<file path="src/rtl/fib_pkg.sv">
// Shared types and helpers for the Fibonacci job scheduler.
package fib_pkg;

  localparam int FIB_W  = 16;
  localparam int FIB_CW = 8;

  typedef enum logic [0:0] {
    IDLE = 1'b0,
    RUN  = 1'b1
  } fib_state_t;

  // Wide sum with carry; callers truncate to W+1 bits so bit W is the carry.
  function automatic logic [64:0] fib_add(input logic [63:0] x, input logic [63:0] y);
    return {1'b0, x} + {1'b0, y};
  endfunction

endpackage

</file>
<file path="src/rtl/fib_step.sv">
// Fibonacci term datapath: holds the current/next terms and their wrap flags.
module fib_step
  import fib_pkg::*;
#(
  parameter int W = FIB_W
) (
  input  logic         clk,
  input  logic         rst,
  input  logic         load,
  input  logic         advance,
  input  logic [W-1:0] seed_a,
  input  logic [W-1:0] seed_b,
  output logic [W-1:0] a,
  output logic         ovf_a
);

  logic [W-1:0] r_a;
  logic [W-1:0] r_b;
  logic         r_ovf_a;
  logic         r_ovf_b;
  logic [W:0]   w_sum;

  assign w_sum = (W+1)'(fib_add(64'(r_a), 64'(r_b)));

  // A term is flagged once any addition earlier in its chain has wrapped.
  always_ff @(posedge clk or posedge rst) begin
    if (rst) begin
      r_a     <= '0;
      r_b     <= '0;
      r_ovf_a <= 1'b0;
      r_ovf_b <= 1'b0;
    end else if (load) begin
      r_a     <= seed_a;
      r_b     <= seed_b;
      r_ovf_a <= 1'b0;
      r_ovf_b <= 1'b0;
    end else if (advance) begin
      r_a     <= r_b;
      r_b     <= w_sum[W-1:0];
      r_ovf_a <= r_ovf_b;
      r_ovf_b <= r_ovf_a | r_ovf_b | w_sum[W];
    end
  end

  assign a     = r_a;
  assign ovf_a = r_ovf_a;

endmodule

</file>
<file path="src/rtl/fib_job_scheduler.sv">
// Round-robin scheduler sharing one Fibonacci engine between two requesters,
// streaming each job's terms over a valid/ready output.
module fib_job_scheduler
  import fib_pkg::*;
#(
  parameter int W  = FIB_W,
  parameter int CW = FIB_CW
) (
  input  logic            clk,
  input  logic            rst,
  input  logic [1:0]      req_valid,
  output logic [1:0]      req_ready,
  input  logic [2*CW-1:0] req_count,
  input  logic [2*W-1:0]  req_seed_a,
  input  logic [2*W-1:0]  req_seed_b,
  output logic            out_valid,
  input  logic            out_ready,
  output logic [W-1:0]    out_data,
  output logic            out_id,
  output logic            out_last,
  output logic            out_ovf,
  output logic            busy
);

  fib_state_t    r_state;
  logic          r_ptr;
  logic          r_id;
  logic [CW-1:0] r_rem;

  logic          w_g;
  logic          w_accept;
  logic          w_xfer;
  logic          w_run;
  logic [CW-1:0] w_count;
  logic [W-1:0]  w_seed_a;
  logic [W-1:0]  w_seed_b;
  logic [W-1:0]  w_a;
  logic          w_ovf_a;

  assign w_run    = (r_state == RUN);
  assign w_g      = req_valid[r_ptr] ? r_ptr : ~r_ptr;
  assign w_accept = !w_run && (|req_valid);
  assign w_xfer   = w_run && out_ready;

  assign w_count  = w_g ? req_count[2*CW-1:CW] : req_count[CW-1:0];
  assign w_seed_a = w_g ? req_seed_a[2*W-1:W]  : req_seed_a[W-1:0];
  assign w_seed_b = w_g ? req_seed_b[2*W-1:W]  : req_seed_b[W-1:0];

  assign req_ready = w_accept ? (w_g ? 2'b10 : 2'b01) : 2'b00;

  // A RUN job that ends returns to IDLE first, so no accept overlaps its last term.
  always_ff @(posedge clk or posedge rst) begin
    if (rst) begin
      r_state <= IDLE;
      r_ptr   <= 1'b0;
      r_id    <= 1'b0;
      r_rem   <= '0;
    end else if (w_accept) begin
      r_rem   <= w_count;
      r_id    <= w_g;
      r_ptr   <= ~w_g;
      r_state <= (w_count != '0) ? RUN : IDLE;
    end else if (w_xfer) begin
      r_rem <= r_rem - 1'b1;
      if (r_rem == CW'(1)) r_state <= IDLE;
    end
  end

  fib_step #(
    .W(W)
  ) u_step (
    .clk    (clk),
    .rst    (rst),
    .load   (w_accept),
    .advance(w_xfer),
    .seed_a (w_seed_a),
    .seed_b (w_seed_b),
    .a      (w_a),
    .ovf_a  (w_ovf_a)
  );

  assign busy      = w_run;
  assign out_valid = w_run;
  assign out_data  = w_run ? w_a : '0;
  assign out_id    = w_run & r_id;
  assign out_ovf   = w_run & w_ovf_a;
  assign out_last  = w_run && (r_rem == CW'(1));

endmodule

</file>
<file path="config.mk">
export PLATFORM = sky130hd
export DESIGN_NAME = fib_job_scheduler
export DESIGN_NICKNAME = d
export VERILOG_FILES = /design/src/rtl/fib_pkg.sv /design/src/rtl/fib_step.sv /design/src/rtl/fib_job_scheduler.sv
export SDC_FILE = /design/constraint.sdc
export NUM_CORES = 1
export LEC_CHECK = 0
export CAP_MARGIN = 20
export CORE_MARGIN = 2
export CORE_UTILIZATION = 52
export CTS_BUF_LIST = sky130_fd_sc_hd__clkbuf_8
export DETAILED_ROUTE_END_ITERATION = 10
export PLACE_DENSITY = 0.84
export SLEW_MARGIN = 20
export SYNTH_ARGS = -nofsm -noshare
export SYNTH_HDL_FRONTEND = slang
export SYNTH_SLANG_ARGS = --single-unit
</file>
<file path="constraint.sdc">
create_clock -name clk -period 3.91 [get_ports clk]
set_clock_uncertainty 0.05 [all_clocks]
set_input_delay 0.782 -clock clk [delete_from_list [all_inputs] [get_ports clk]]
set_output_delay 0.782 -clock clk [all_outputs]
set_load 0.005 [all_outputs]
</file>
==> impl_metrics.json <==
{
  "outcome": "completed",
  "dr.pass1.iters": 4,
  "clock.fmax_ghz": 0.288,
  "netSwitchingFraction": 0.459,
  "synth_flop_cell": "sky130_fd_sc_hd__dfrtp_1",
  "synthDominantAreaCellType": "sky130_fd_sc_hd__dfrtp_1",
  "insertion_delay_ps": 300,
  "cts_root_buf": "sky130_fd_sc_hd__clkbuf_8",
  "buffer_ports.inserted": 107,
  "drt_iter0_drc": 188,
  "post_synthesis_net_count": 531,
  "clockBufferDepth": 2,
  "worstSetupPathType": "in2out",
  "timing_worst_slew_pin_value_ps": 548,
  "worst_setup_path_startpoint": "req_valid[1]",
  "clock_sink_count": 45,
  "core-area_sq_um": 6310,
  "track_usage": 0.281,
  "cts_setup_buffers": 0,
  "slew-limit-headroom": 0.634,
  "crit_path_end_kind": "output pin",
  "final_net_count": 626,
  "htreeDepth": 2,
  "timing.hold.worst_path_depth": 2,
  "layout.filler_cells": 506,
  "drt-wirelength-per-cell_um": 16.9,
  "hold_viol": 0,
  "edff_count_synth": 0,
  "numCtsBuffers": 5,
  "cellPowerDensity_nw_per_um2": 849,
  "grt-ovfl-total": 0,
  "worst-path-max-fanout": 5,
  "post_dp_cell_area_sq_um": 4500,
  "final-max-slew-violation-count": 0,
  "clock_power_share": 0.073,
  "netlist-cell-type-count": 51,
  "setup_total_negative_slack_ps": 0,
  "drive_gt1_frac": 0.0497,
  "num_rows": 29,
  "flop_and_latch_count_out_of_synthesis": 45,
  "setup.worst_path.start_class": "input pin",
  "count_of_boundary_i_o_pins": 108,
  "antenna_cells": 0,
  "seq_area_frac_synth": 0.333,
  "hold_start": "u_step.r_ovf_b",
  "worst_reg2reg_path_startpoint": "u_step.r_b[0]",
  "cp.required_ps": 3080,
  "seq_power_share": 0.237,
  "hold_path_class": "reg2reg",
  "floorplan.die.height_um": 84.6,
  "die_x_um": 84.6,
  "worst-r2r-setup-slack_ps": 1170,
  "grt_start_max_net_pins": 46,
  "finalCritPeriodShare": 0.887,
  "starting_density_of_the_core": 0.535,
  "dp.final_hpwl_um": 7100,
  "grt_pass1_vias": 3528,
  "ir_worst_vdd_mv": 0.497,
  "clock_tree_from_tritoncts": "built",
  "cts_repair_resized_insts": 0,
  "power.static_leakage_nw": 1.99,
  "p_sw_mw": 1.80,
  "post_layout_inst_area_sq_um": 4610,
  "rsz_0062_raised_after_global_routing": "false",
  "post_synth.cell_area_avg_sq_um": 7.92,
  "cts.reportedPaths.clkPinSlew_ps": 90,
  "min_period_ps": 3470,
  "yosys_warnings": 0,
  "syn-instance-count": 427,
  "antenna_found_initial": 0,
  "grt_pass1_wl_um": 16600,
  "drcViolationCount": 0,
  "p_comb_frac": 0.690,
  "worstRegToRegCells": 8,
  "dr_total_vias": 3547,
  "drt-total-wl_um": 10100,
  "cts_hold_buffers": 0,
  "synth.top_cell.area_share": 0.333,
  "crit_arrival_ps": 2640,
  "r2r_end": "u_step.r_b[14]",
  "die_area_sq_um": 7160,
  "internal_power_mw": 2.11,
  "synthTopCellsByArea": "sky130_fd_sc_hd__dfrtp_1, sky130_fd_sc_hd__nand2_1, sky130_fd_sc_hd__ha_1",
  "finalSetupViolations": 0,
  "synth.cell_area_sq_um": 3380,
  "min_to": "u_step.ovf_a",
  "drv.max_cap_violation_count": 0,
  "asyncSetResetFlopFracSynth": 1.00,
  "antenna_left": 0,
  "areaGrowthSynthToFinish_pct": 36.2,
  "gp_routability_congestion": 0.892,
  "routed_via_density": 5.91
}
==> final cells by class <==
type | count | area (sq um) | share of cell area
well taps | 77 | 96.3 | 0.0209
clock inverters | 3 | 13.8 | 0.00299
inverters | 8 | 30.0 | 0.00652
clock buffers | 5 | 68.8 | 0.0149
repair buffers | 116 | 1150 | 0.250
multi-input cells | 346 | 2120 | 0.460
flip-flops and latches | 45 | 1130 | 0.244
==> stage by stage <==
stage | std cells | hold slack, ps | utilization | setup WS, ps | power (mW)
after floorplan | 427 | 391 | - | 1520 | 2.73
after global placement | 591 | 409 | 0.713 | 569 | 3.51
after detailed placement | 591 | 432 | 0.713 | 445 | 3.59
after CTS | 599 | 453 | 0.726 | 443 | 3.89
after global routing | 600 | 489 | 0.729 | 370 | 4.23
final | 600 | 452 | 0.729 | 442 | 3.91
==> synthesized netlist by cell type, drive strengths merged, types with 5 or more instances <==
| cell type | number |
|---|---|
| and3 | 21 |
| a21o | 8 |
| and2 | 20 |
| xor2 | 5 |
| clkbuf | 21 |
| nor4 | 5 |
| a21oi | 17 |
| mux2i | 11 |
| xnor2 | 6 |
| dfrtp | 45 |
| o221ai | 9 |
| inv | 8 |
| o21ai | 21 |
| a31oi | 28 |
| ha | 18 |
| a211oi | 6 |
| nor2 | 16 |
| nand2 | 111 |
| buf | 7 |
| nand3 | 9 |
==> placed cells by master (no fill, tap or decap), types with 5 or more instances in the layout <==
cell / n
sky130_fd_sc_hd__a211oi_1: 5
sky130_fd_sc_hd__a21o_1: 8
sky130_fd_sc_hd__a21oi_1: 17
sky130_fd_sc_hd__a31oi_1: 28
sky130_fd_sc_hd__and2_1: 20
sky130_fd_sc_hd__and3_1: 21
sky130_fd_sc_hd__buf_4: 8
sky130_fd_sc_hd__clkbuf_8: 5
sky130_fd_sc_hd__clkdlybuf4s50_1: 107
sky130_fd_sc_hd__dfrtp_1: 45
sky130_fd_sc_hd__ha_1: 18
sky130_fd_sc_hd__inv_1: 8
sky130_fd_sc_hd__mux2i_1: 11
sky130_fd_sc_hd__nand2_1: 110
sky130_fd_sc_hd__nand3_1: 9
sky130_fd_sc_hd__nor2_1: 15
sky130_fd_sc_hd__nor4_1: 5
sky130_fd_sc_hd__o21ai_0: 12
sky130_fd_sc_hd__o21ai_1: 8
sky130_fd_sc_hd__o221ai_1: 9
sky130_fd_sc_hd__xnor2_1: 6
sky130_fd_sc_hd__xor2_1: 5
==> flip-flops by register name, summed over array words and instances, names as in the netlist <==
signal / count
u_step.a: 16
u_step.ovf_a: 1
u_step.r_ovf_b: 1
u_step.r_b: 16
r_id: 1
r_rem: 8
r_ptr: 1
busy: 1
==> cell families (layout without fill, tap and decap cells) <==
| logic type | Yosys count | in the layout | synth area share |
|---|---|---|---|
| AOI/OAI and AO/OA | 108 | 108 | 0.217 |
| xor gates and xnor gates | 11 | 11 | 0.0285 |
| adders and majority gates | 19 | 19 | 0.0725 |
| buffers and inverters | 36 | 132 | 0.0440 |
| DFF | 45 | 45 | 0.333 |
| muxes | 11 | 11 | 0.0326 |
| and+or+nand+nor | 197 | 197 | 0.272 |
==> worst max path at each step <==
stage          cells after the start              to
2_1_floorplan                      8  u_step.r_b[12]
3_3_place_gp                       5    req_ready[1]
3_5_place_dp                       5    req_ready[1]
4_1_cts                            5    req_ready[1]
5_1_grt                            5    req_ready[1]
6_report                           5    req_ready[1]
==> power by group through the flow <==
stage / sequential (mW) / clock [mW] / combinational, mW
2_1_floorplan: 0.870 / 0 / 1.86
3_3_place_gp: 0.913 / 0 / 2.59
3_5_place_dp: 0.928 / 0 / 2.67
4_1_cts: 0.921 / 0.292 / 2.68
5_1_grt: 0.956 / 0.312 / 2.96
6_report: 0.926 / 0.287 / 2.70
==> routing by layer <==
metal  up-vias  GRT usage  wire, um
li1       1728          -         -
met1      1679      0.359      4310
met2       123      0.492      5120
met3        17     0.0403       526
met4         0     0.0823       157
met5         -          0         0
==> worst max-delay path, stage by stage <==
cell and delay [ps]:
sky130_fd_sc_hd__clkdlybuf4s50_1 590, sky130_fd_sc_hd__nor2_1 110, sky130_fd_sc_hd__or2_2 310, sky130_fd_sc_hd__nor2_1 280
sky130_fd_sc_hd__clkdlybuf4s50_1 570
Note: power is estimated with default switching activity, not from simulation.
